--- src/rtl/pm_frame_scheduler_if.sv ---
// ============================================================================
// Module   : pm_frame_scheduler_if
// Brief    : Request/accept/done handshake between scheduler and frame generator.
// Revision : 1.0
// ============================================================================
`timescale 1ns/1ps
`default_nettype none

interface pm_frame_scheduler_if #(
    parameter int CH_W = 2
);
    logic            gen_valid;
    logic [CH_W-1:0] gen_ch;
    logic            gen_ready;
    logic            gen_done;

    modport master (
        output gen_valid,
        output gen_ch,
        input  gen_ready,
        input  gen_done
    );

    modport slave (
        input  gen_valid,
        input  gen_ch,
        output gen_ready,
        output gen_done
    );
endinterface

`default_nettype wire

--- src/rtl/pm_frame_scheduler.sv ---
// ============================================================================
// Module   : pm_frame_scheduler
// Brief    : Per-channel pacing credits with round-robin dispatch of one frame
//            at a time to a shared frame generator.
// Revision : 1.0
// ============================================================================
`timescale 1ns/1ps
`default_nettype none

module pm_frame_scheduler #(
    parameter int NUM_CH     = 4,
    parameter int CREDIT_MAX = 7,
    parameter int CH_W       = $clog2(NUM_CH)
) (
    input  wire                    clk,
    input  wire                    rst_n,
    input  wire  [NUM_CH-1:0]      pace_pulse,
    input  wire  [NUM_CH-1:0]      ch_en,
    pm_frame_scheduler_if.master   gen,
    output logic [NUM_CH-1:0]      credit_ovf,
    output logic                   busy
);

    localparam int                CRED_W        = $clog2(CREDIT_MAX + 1);
    localparam logic [CRED_W-1:0] C_CREDIT_FULL = CRED_W'(CREDIT_MAX);
    localparam logic [CRED_W-1:0] C_CREDIT_ONE  = CRED_W'(1);

    typedef enum logic [1:0] {
        S_IDLE      = 2'd0,
        S_ISSUE     = 2'd1,
        S_WAIT_DONE = 2'd2
    } state_t;

    state_t                          state_q;
    logic                            gen_valid_q;
    logic [CH_W-1:0]                 gen_ch_q;
    logic                            busy_q;
    logic [CH_W-1:0]                 last_grant_q;

    logic [NUM_CH-1:0][CRED_W-1:0]   credit_q;
    logic [NUM_CH-1:0][CRED_W-1:0]   credit_d;
    logic [NUM_CH-1:0]               credit_ovf_q;
    logic [NUM_CH-1:0]               credit_ovf_d;

    logic                            w_handshake;
    logic [NUM_CH-1:0]               w_consume;
    logic [NUM_CH-1:0]               w_eligible;
    logic                            w_found;
    logic [CH_W-1:0]                 w_winner;
    int                              w_idx;

    // gen_valid_q is only ever high in ISSUE, so it alone qualifies the accept.
    assign w_handshake = gen_valid_q && gen.gen_ready;

    always_comb begin
        w_consume  = '0;
        w_eligible = '0;
        for (int i = 0; i < NUM_CH; i++) begin
            w_consume[i]  = w_handshake && (gen_ch_q == CH_W'(i));
            w_eligible[i] = ch_en[i] && (credit_q[i] != '0);
        end
    end

    always_comb begin
        credit_d     = credit_q;
        credit_ovf_d = credit_ovf_q;
        for (int i = 0; i < NUM_CH; i++) begin
            if (!ch_en[i]) begin
                credit_d[i] = '0;
            end else if (pace_pulse[i] && !w_consume[i]) begin
                if (credit_q[i] == C_CREDIT_FULL) begin
                    credit_ovf_d[i] = 1'b1;
                end else begin
                    credit_d[i] = credit_q[i] + C_CREDIT_ONE;
                end
            end else if (w_consume[i] && !pace_pulse[i] && (credit_q[i] != '0)) begin
                credit_d[i] = credit_q[i] - C_CREDIT_ONE;
            end
        end
    end

    // Search starts one past the last accepted channel and wraps ascending.
    always_comb begin
        w_found  = 1'b0;
        w_winner = '0;
        w_idx    = 0;
        for (int k = 1; k <= NUM_CH; k++) begin
            w_idx = (int'(last_grant_q) + k) % NUM_CH;
            if (!w_found && w_eligible[CH_W'(w_idx)]) begin
                w_found  = 1'b1;
                w_winner = CH_W'(w_idx);
            end
        end
    end

    always_ff @(posedge clk or negedge rst_n) begin
        if (!rst_n) begin
            credit_q     <= '0;
            credit_ovf_q <= '0;
        end else begin
            credit_q     <= credit_d;
            credit_ovf_q <= credit_ovf_d;
        end
    end

    always_ff @(posedge clk or negedge rst_n) begin
        if (!rst_n) begin
            state_q      <= S_IDLE;
            gen_valid_q  <= 1'b0;
            gen_ch_q     <= '0;
            busy_q       <= 1'b0;
            last_grant_q <= CH_W'(NUM_CH - 1);
        end else begin
            case (state_q)
                S_IDLE: begin
                    if (w_found) begin
                        gen_ch_q    <= w_winner;
                        gen_valid_q <= 1'b1;
                        busy_q      <= 1'b1;
                        state_q     <= S_ISSUE;
                    end
                end
                // Request is held unconditionally until accepted, even if disabled.
                S_ISSUE: begin
                    if (gen.gen_ready) begin
                        gen_valid_q  <= 1'b0;
                        last_grant_q <= gen_ch_q;
                        state_q      <= S_WAIT_DONE;
                    end
                end
                S_WAIT_DONE: begin
                    if (gen.gen_done) begin
                        busy_q  <= 1'b0;
                        state_q <= S_IDLE;
                    end
                end
                default: begin
                    gen_valid_q <= 1'b0;
                    busy_q      <= 1'b0;
                    state_q     <= S_IDLE;
                end
            endcase
        end
    end

    assign gen.gen_valid = gen_valid_q;
    assign gen.gen_ch    = gen_ch_q;
    assign credit_ovf    = credit_ovf_q;
    assign busy          = busy_q;

endmodule

`default_nettype wire

--- src/flat_wrapper.sv ---
// flat-port wrapper written by rule: the top's interface ports become plain ports
module pm_frame_scheduler_flat 
#(
    parameter int NUM_CH     = 4,
    parameter int CREDIT_MAX = 7,
    parameter int CH_W       = $clog2(NUM_CH)
)
  (clk, rst_n, pace_pulse, ch_en, credit_ovf, busy, gen_gen_valid, gen_gen_ch, gen_gen_ready, gen_gen_done);
  pm_frame_scheduler_if #(.CH_W(CH_W)) gen_i ();
  input  wire clk;
  input  wire rst_n;
  input  wire  [NUM_CH-1:0] pace_pulse;
  input  wire  [NUM_CH-1:0] ch_en;
  output logic [NUM_CH-1:0] credit_ovf;
  output logic busy;
  output wire logic [$bits(gen_i.gen_valid)-1:0] gen_gen_valid;
  output wire logic [$bits(gen_i.gen_ch)-1:0] gen_gen_ch;
  input wire logic [$bits(gen_i.gen_ready)-1:0] gen_gen_ready;
  input wire logic [$bits(gen_i.gen_done)-1:0] gen_gen_done;
  assign gen_gen_valid = gen_i.gen_valid;
  assign gen_gen_ch = gen_i.gen_ch;
  assign gen_i.gen_ready = gen_gen_ready;
  assign gen_i.gen_done = gen_gen_done;
  pm_frame_scheduler #(.NUM_CH(NUM_CH), .CREDIT_MAX(CREDIT_MAX), .CH_W(CH_W)) u_core (.clk(clk), .rst_n(rst_n), .pace_pulse(pace_pulse), .ch_en(ch_en), .gen(gen_i), .credit_ovf(credit_ovf), .busy(busy));
endmodule
--- config.mk ---
export PLATFORM = sky130hd
export DESIGN_NAME = pm_frame_scheduler_flat
export DESIGN_NICKNAME = d
export VERILOG_FILES = /design/src/rtl/pm_frame_scheduler_if.sv /design/src/rtl/pm_frame_scheduler.sv /design/src/flat_wrapper.sv
export SDC_FILE = /design/constraint.sdc
export NUM_CORES = 1
export LEC_CHECK = 0
export CORE_ASPECT_RATIO = 0.9
export CORE_MARGIN = 2
export CORE_UTILIZATION = 47
export DETAILED_ROUTE_END_ITERATION = 10
export PLACE_DENSITY = 0.7
export SETUP_SLACK_MARGIN = 0.1
export SLEW_MARGIN = 20
export SYNTH_ARGS = -nofsm -noshare
export SYNTH_HDL_FRONTEND = slang
export SYNTH_SLANG_ARGS = --single-unit
--- constraint.sdc ---
create_clock -name clk -period 5.73 [get_ports clk]
set_input_delay 1.719 -clock clk [delete_from_list [all_inputs] [get_ports clk]]
set_output_delay 1.719 -clock clk [all_outputs]
set_load 0.01 [all_outputs]
# Word level (Yosys, flattened, before mapping)
# Index checks and enable logic that the tools add are counted.
# Widths: inputs -> output; s select.
# classes
bitwise	2
n_eq_ne	20
n_mux	45
n_lt_le_gt_ge	4
reduce_logical	54
add_sub_neg	12
# ops
op	count
$mux 3	16
$logic_and 1x1->1	24
$reduce_and 3->1	7
$lt 2x4->1 const B	4
$mux 1	15
$mux 2	7
$add 3x1->3 const B	4
$eq 3x3->1 const B	4
$ne 3x1->1 const B	4
$ne 3x3->1 const B	4
$reduce_and 2->1	6
$reduce_bool 3->1	4
$sub 3x1->3 const B	4
$logic_not 1->1	11
$bmux 1 s2	4
$eq 2x2->1 const B	3
$pmux 1 s3	2
$pmux 2 s3	1
$add 2x1->2 const B	2
$add 2x2->2 const B	2
$eq 2x1->1 const B	2
$logic_not 2->1	2
$ne 2x2->1 const B	2
$ne 2x1->1 const B	1
$not 1->1	2
# word_totals
regBits	24

# Logic depth before layout (Yosys ltp)
# depth
ltp_word	17
depth_mapped	6
mapped_depth_nobuf	6

# Worst setup path after synthesis
# No wires, ideal clock.
# synth_timing
kind	input port to flip-flop
from	in gen_gen_ready
to	reg u_core.credit_q[8] (netlist bit)
required_time_ns	5.650
setup_ns	0.080
path_buffers	0
t_arrival_ns	3.161
path_slack_ns	2.488
stages	6
path_cell_list	and4b_1 nor2_1 fa_1 or3_1 a32o_1 o211ai_2
# synth_via
elab_chain_len	6
# synth_rtl
item	line_no	source
start: declaration	flat_wrapper.sv:18	input wire logic [$bits(gen_i.gen_ready)-1:0] gen_gen_ready;
$logic_and 1x1->1 (*)	pm_frame_scheduler.sv:53	assign w_handshake = gen_valid_q && gen.gen_ready;
$logic_and 1x1->1 (*)	pm_frame_scheduler.sv:59	w_consume[i] = w_handshake && (gen_ch_q == CH_W'(i));
$logic_not 1->1 or $logic_and 1x1->1 (tied branches)	pm_frame_scheduler.sv:70, pm_frame_scheduler.sv:76	
$logic_and 1x1->1 (on tied branches)	pm_frame_scheduler.sv:70, pm_frame_scheduler.sv:76	
$ne 3x3->1 (no source line) (tied with other cells)	--	
$reduce_and 2->1 (no source line) or $mux 3 (tied branches)	--	
end signal: assignment	pm_frame_scheduler.sv:101	credit_q <= credit_d;
end: declaration	pm_frame_scheduler.sv:40	logic [NUM_CH-1:0][CRED_W-1:0] credit_q;
# Every way passes the cells marked *; elsewhere a longest branch is shown, timed or not.
# A chain may end at the register's enable or synchronous reset.

# Worst setup path in the final report
# Ends and elaborated chain as after synthesis.

==> flow_metrics.env <==
export IMPL_outcome="finished clean"
export IMPL_grt_antenna_before_repair=0
export IMPL_dieArea_sq_um=3790
export IMPL_cp_num_buf_inv=1
export IMPL_worst_slew_pin_slew_ns=0.615
export IMPL_drt_antenna_violating_nets=0
export IMPL_maxCapViolCount=0
export IMPL_synth_area_sq_um=1560
export IMPL_routed_wirelength_microns=3220
export IMPL_synth_compound_area_share_pct=28.8
export IMPL_drtPass1Iterations=4
export IMPL_yosysWarnings=0
export IMPL_grtUsageMet1_pct=22.7
export IMPL_avgRoutedWirePerCell_microns=14.7
export IMPL_dieHeight_microns=58.6
export IMPL_synth_seq_cells=24
export IMPL_synth_fa_ha_area_share_pct=5.14
export IMPL_area_delta_synth_final_pct=17.7
export IMPL_overflow=0
export IMPL_cpMaxStageDelayCell="clkdlybuf4s50_1"
export IMPL_critPathTopFamily="simple AND/OR/NAND/NOR gates"
export IMPL_whs_endpoint="u_core.credit_ovf[2]"
export IMPL_p_per_area_nw_per_um2=398
export IMPL_postCtsHoldBufs=0
export IMPL_drive_gt1_share_pct=10.7
export IMPL_end_kind="flop"
export IMPL_drtIter0Drc=121
export IMPL_postCtsSetupBuffers=0
export IMPL_setup_viol=0
export IMPL_cts_buffer_depth=2
export IMPL_num_rows=19
export IMPL_final_max_slew_viol_count=0
export IMPL_clkTransAtPathRegs_ns=0.08
export IMPL_hold_violations=0
export IMPL_clock_latency_ns=0.27
export IMPL_antenna_cells=0
export IMPL_grt_use_met2_pct=33.6
export IMPL_initial_core_util_pct=50.0
export IMPL_yosys_area_share_xor_xnor_pct=0
export IMPL_clock_skew_ns=0.00505
export IMPL_crit_path_max_incr_delay_ns=0.63
export IMPL_fin_area_sq_um=1830
export IMPL_rsz0062_at_grt="false"
export IMPL_h_tree_depth=1
export IMPL_crit_arrival_ns=3.95
export IMPL_final_cell_mix="22 x dfrtp_1, 21 x inv_1, 18 x clkdlybuf4s50_1"
export IMPL_cp_required_ns=5.93
export IMPL_die_width_microns=64.7
export IMPL_max_freq_ghz=0.266
export IMPL_dp_hpwl_microns=2440
export IMPL_grt_pass1_vias=1297
export IMPL_ios=20
export IMPL_async_flop_share_pct=100
export IMPL_grt_busiest_layer="met2"
export IMPL_min_path_type="flop to flop"
export IMPL_syn_avg_cell_area_sq_um=9.98
export IMPL_rrSetupSlack_ns=3.56
export IMPL_muxShareOfSynthArea_pct=2.73
export IMPL_grt_max_degree=25
export IMPL_cts_tree="done"
export IMPL_portBuffers=19
export IMPL_worst_ir_drop_vdd_v=0.000244
export IMPL_holdCritStartpoint="u_core.credit_ovf[2]"
export IMPL_clock_root_buffer="clkbuf_8"
export IMPL_synthSimpleGateAreaFrac_pct=19.3
export IMPL_synth_cell_types=42
export IMPL_hold_depth=2
export IMPL_leakagePower_nw=0.750
export IMPL_gp_congestion=0.817
export IMPL_fillCellCount=276
export IMPL_synth_top_family_by_area="compound AO/OA/AOI/OAI gates"
export IMPL_crit_path_max_fanout=8
export IMPL_grt_pass1_wl_microns=5530
export IMPL_startpoint="gen_gen_ready"
export IMPL_worstPathCellList="clkdlybuf4s50_1 -> and4b_1 -> nor2_1 -> fa_1 -> or3_1 -> a32o_1 -> o211ai_2"
export IMPL_cts_sinks=24
export IMPL_core_area_sq_um=3110
export IMPL_r2r_start="u_core.gen.gen_ch[0]"
export IMPL_fin_setup_tns_ns=0
export IMPL_ff2ff_path_depth=6
export IMPL_numCtsBuffers=3
export IMPL_r2r_end="u_core.credit_q[8]"
export IMPL_crit_path_start_kind="input pin"
export IMPL_finalCritPeriodShare_pct=65.6
export IMPL_ys_seq_area_share_pct=38.7
export IMPL_fin_nets=195
export IMPL_critical_path_class="input pin to flop"
export IMPL_ys_flop_type="dfrtp_1"
export IMPL_synthCells=156
export IMPL_vias_per_cell=6.21
export IMPL_route_detailed_drc=0
export IMPL_met3_usage_pct=4.02
export IMPL_max_slew_margin_pct=58.4
export IMPL_vias=1360
export IMPL_synth_edf_count=0
export IMPL_synth_nets=172
export IMPL_layout_commonest_cell="dfrtp_1"
export IMPL_grt_total_usage_pct=18.5
export IMPL_cts_resized=0
export IMPL_post_dp_cell_area_sq_um=1800
export IMPL_fin_crit_ns=3.76
flip-flops by register name, indices dropped and copies added, names as in the netlist:
register              count
u_core.busy               1
u_core.credit_ovf         4
u_core.credit_q          12
u_core.gen.gen_ch         2
u_core.gen.gen_valid      1
u_core.last_grant_q       2
u_core.state_q            2
synthesized netlist by cell type, types with 2 or more instances:
library cell / count / area share [%]
a211oi_1: 7 / 3.4
a21oi_1: 3 / 0.96
a32o_1: 5 / 3.2
dfrtp_1: 22 / 35
dfstp_2: 2 / 3.4
fa_1: 4 / 5.1
inv_1: 21 / 5.1
mux2_2: 2 / 1.4
mux2i_1: 2 / 1.3
nand2_1: 3 / 0.72
nand2b_1: 5 / 2.0
nand3_1: 9 / 2.9
nand3b_1: 2 / 0.96
nand4_1: 8 / 3.2
nand4b_1: 2 / 1.1
nor2_1: 8 / 1.9
o211ai_2: 4 / 3.2
o21a_1: 2 / 0.96
o21ai_0: 4 / 1.3
o21bai_1: 6 / 2.9
o2bb2ai_1: 2 / 1.1
o311ai_1: 4 / 2.3
o31a_1: 3 / 1.7
o31ai_1: 3 / 1.4
o41ai_1: 3 / 1.7
or3_1: 4 / 1.6
worst min-delay path, delay by kind of cell (launching register included):
kind / cells / cell delay, ns
DFF: 1 / 0.35
AOI/OAI and AO/OA: 1 / 0.05
buffers and inverters: 1 / 0.04
layer usage:
metal / vias to the layer above / wire (microns)
met5: - / 0
li1: 654 / -
met2: 29 / 1630
met1: 675 / 1470
met4: 0 / 11
met3: 2 / 111
how the worst max path moves through the flow:
stage | end | slack, ns | cells after the start
CTS | u_core.credit_q[8] | 2.00 | 7
detailed placement | u_core.credit_q[8] | 1.72 | 7
global placement | u_core.credit_q[8] | 1.78 | 7
finish | u_core.credit_q[8] | 1.97 | 7
global route | u_core.credit_q[8] | 1.89 | 7
floorplan | u_core.credit_q[8] | 2.49 | 6
final cells by class:
| cell class | instances | area (sq um) | area share [%] |
|---|---|---|---|
| inverters | 21 | 78.8 | 4.30 |
| repair buffers | 19 | 185 | 10.1 |
| well taps | 42 | 52.6 | 2.87 |
| multi-input cells | 110 | 871 | 47.5 |
| clock buffers | 3 | 41.3 | 2.25 |
| flip-flops and latches | 24 | 603 | 32.9 |
where the power goes:
| part | internal [mW] | leakage [nW] | switching, mW | total, mW |
|---|---|---|---|---|
| logic | 0.164 | 0.442 | 0.150 | 0.314 |
| clock network | 0.0471 | 0.0216 | 0.0535 | 0.101 |
| registers | 0.232 | 0.286 | 0.0834 | 0.315 |
| total | 0.442 | 0.750 | 0.287 | 0.729 |
stage by stage:
stage          hold slack [ns]  cells  setup slack [ns]  utilization, %  power [mW]
3_5_place_dp             0.454    216              1.72            57.7       0.630
6_report                 0.467    219              1.97            58.8       0.729
2_1_floorplan            0.448    156              2.49               -       0.521
5_1_grt                  0.493    219              1.89            58.8       0.788
4_1_cts                  0.474    219              2.00            59.0       0.734
3_3_place_gp             0.448    216              1.78            57.7       0.612
logic make-up (layout without fill, tap and decap cells):
family | after synthesis | count (layout)
AOI/OAI and AO/OA | 54 | 54
and+or+nand+nor | 48 | 48
adders and majority gates | 4 | 4
muxes | 4 | 4
buffers and inverters | 22 | 43
DFF | 24 | 24
No activity file was read; power rests on OpenSTA's default activity.
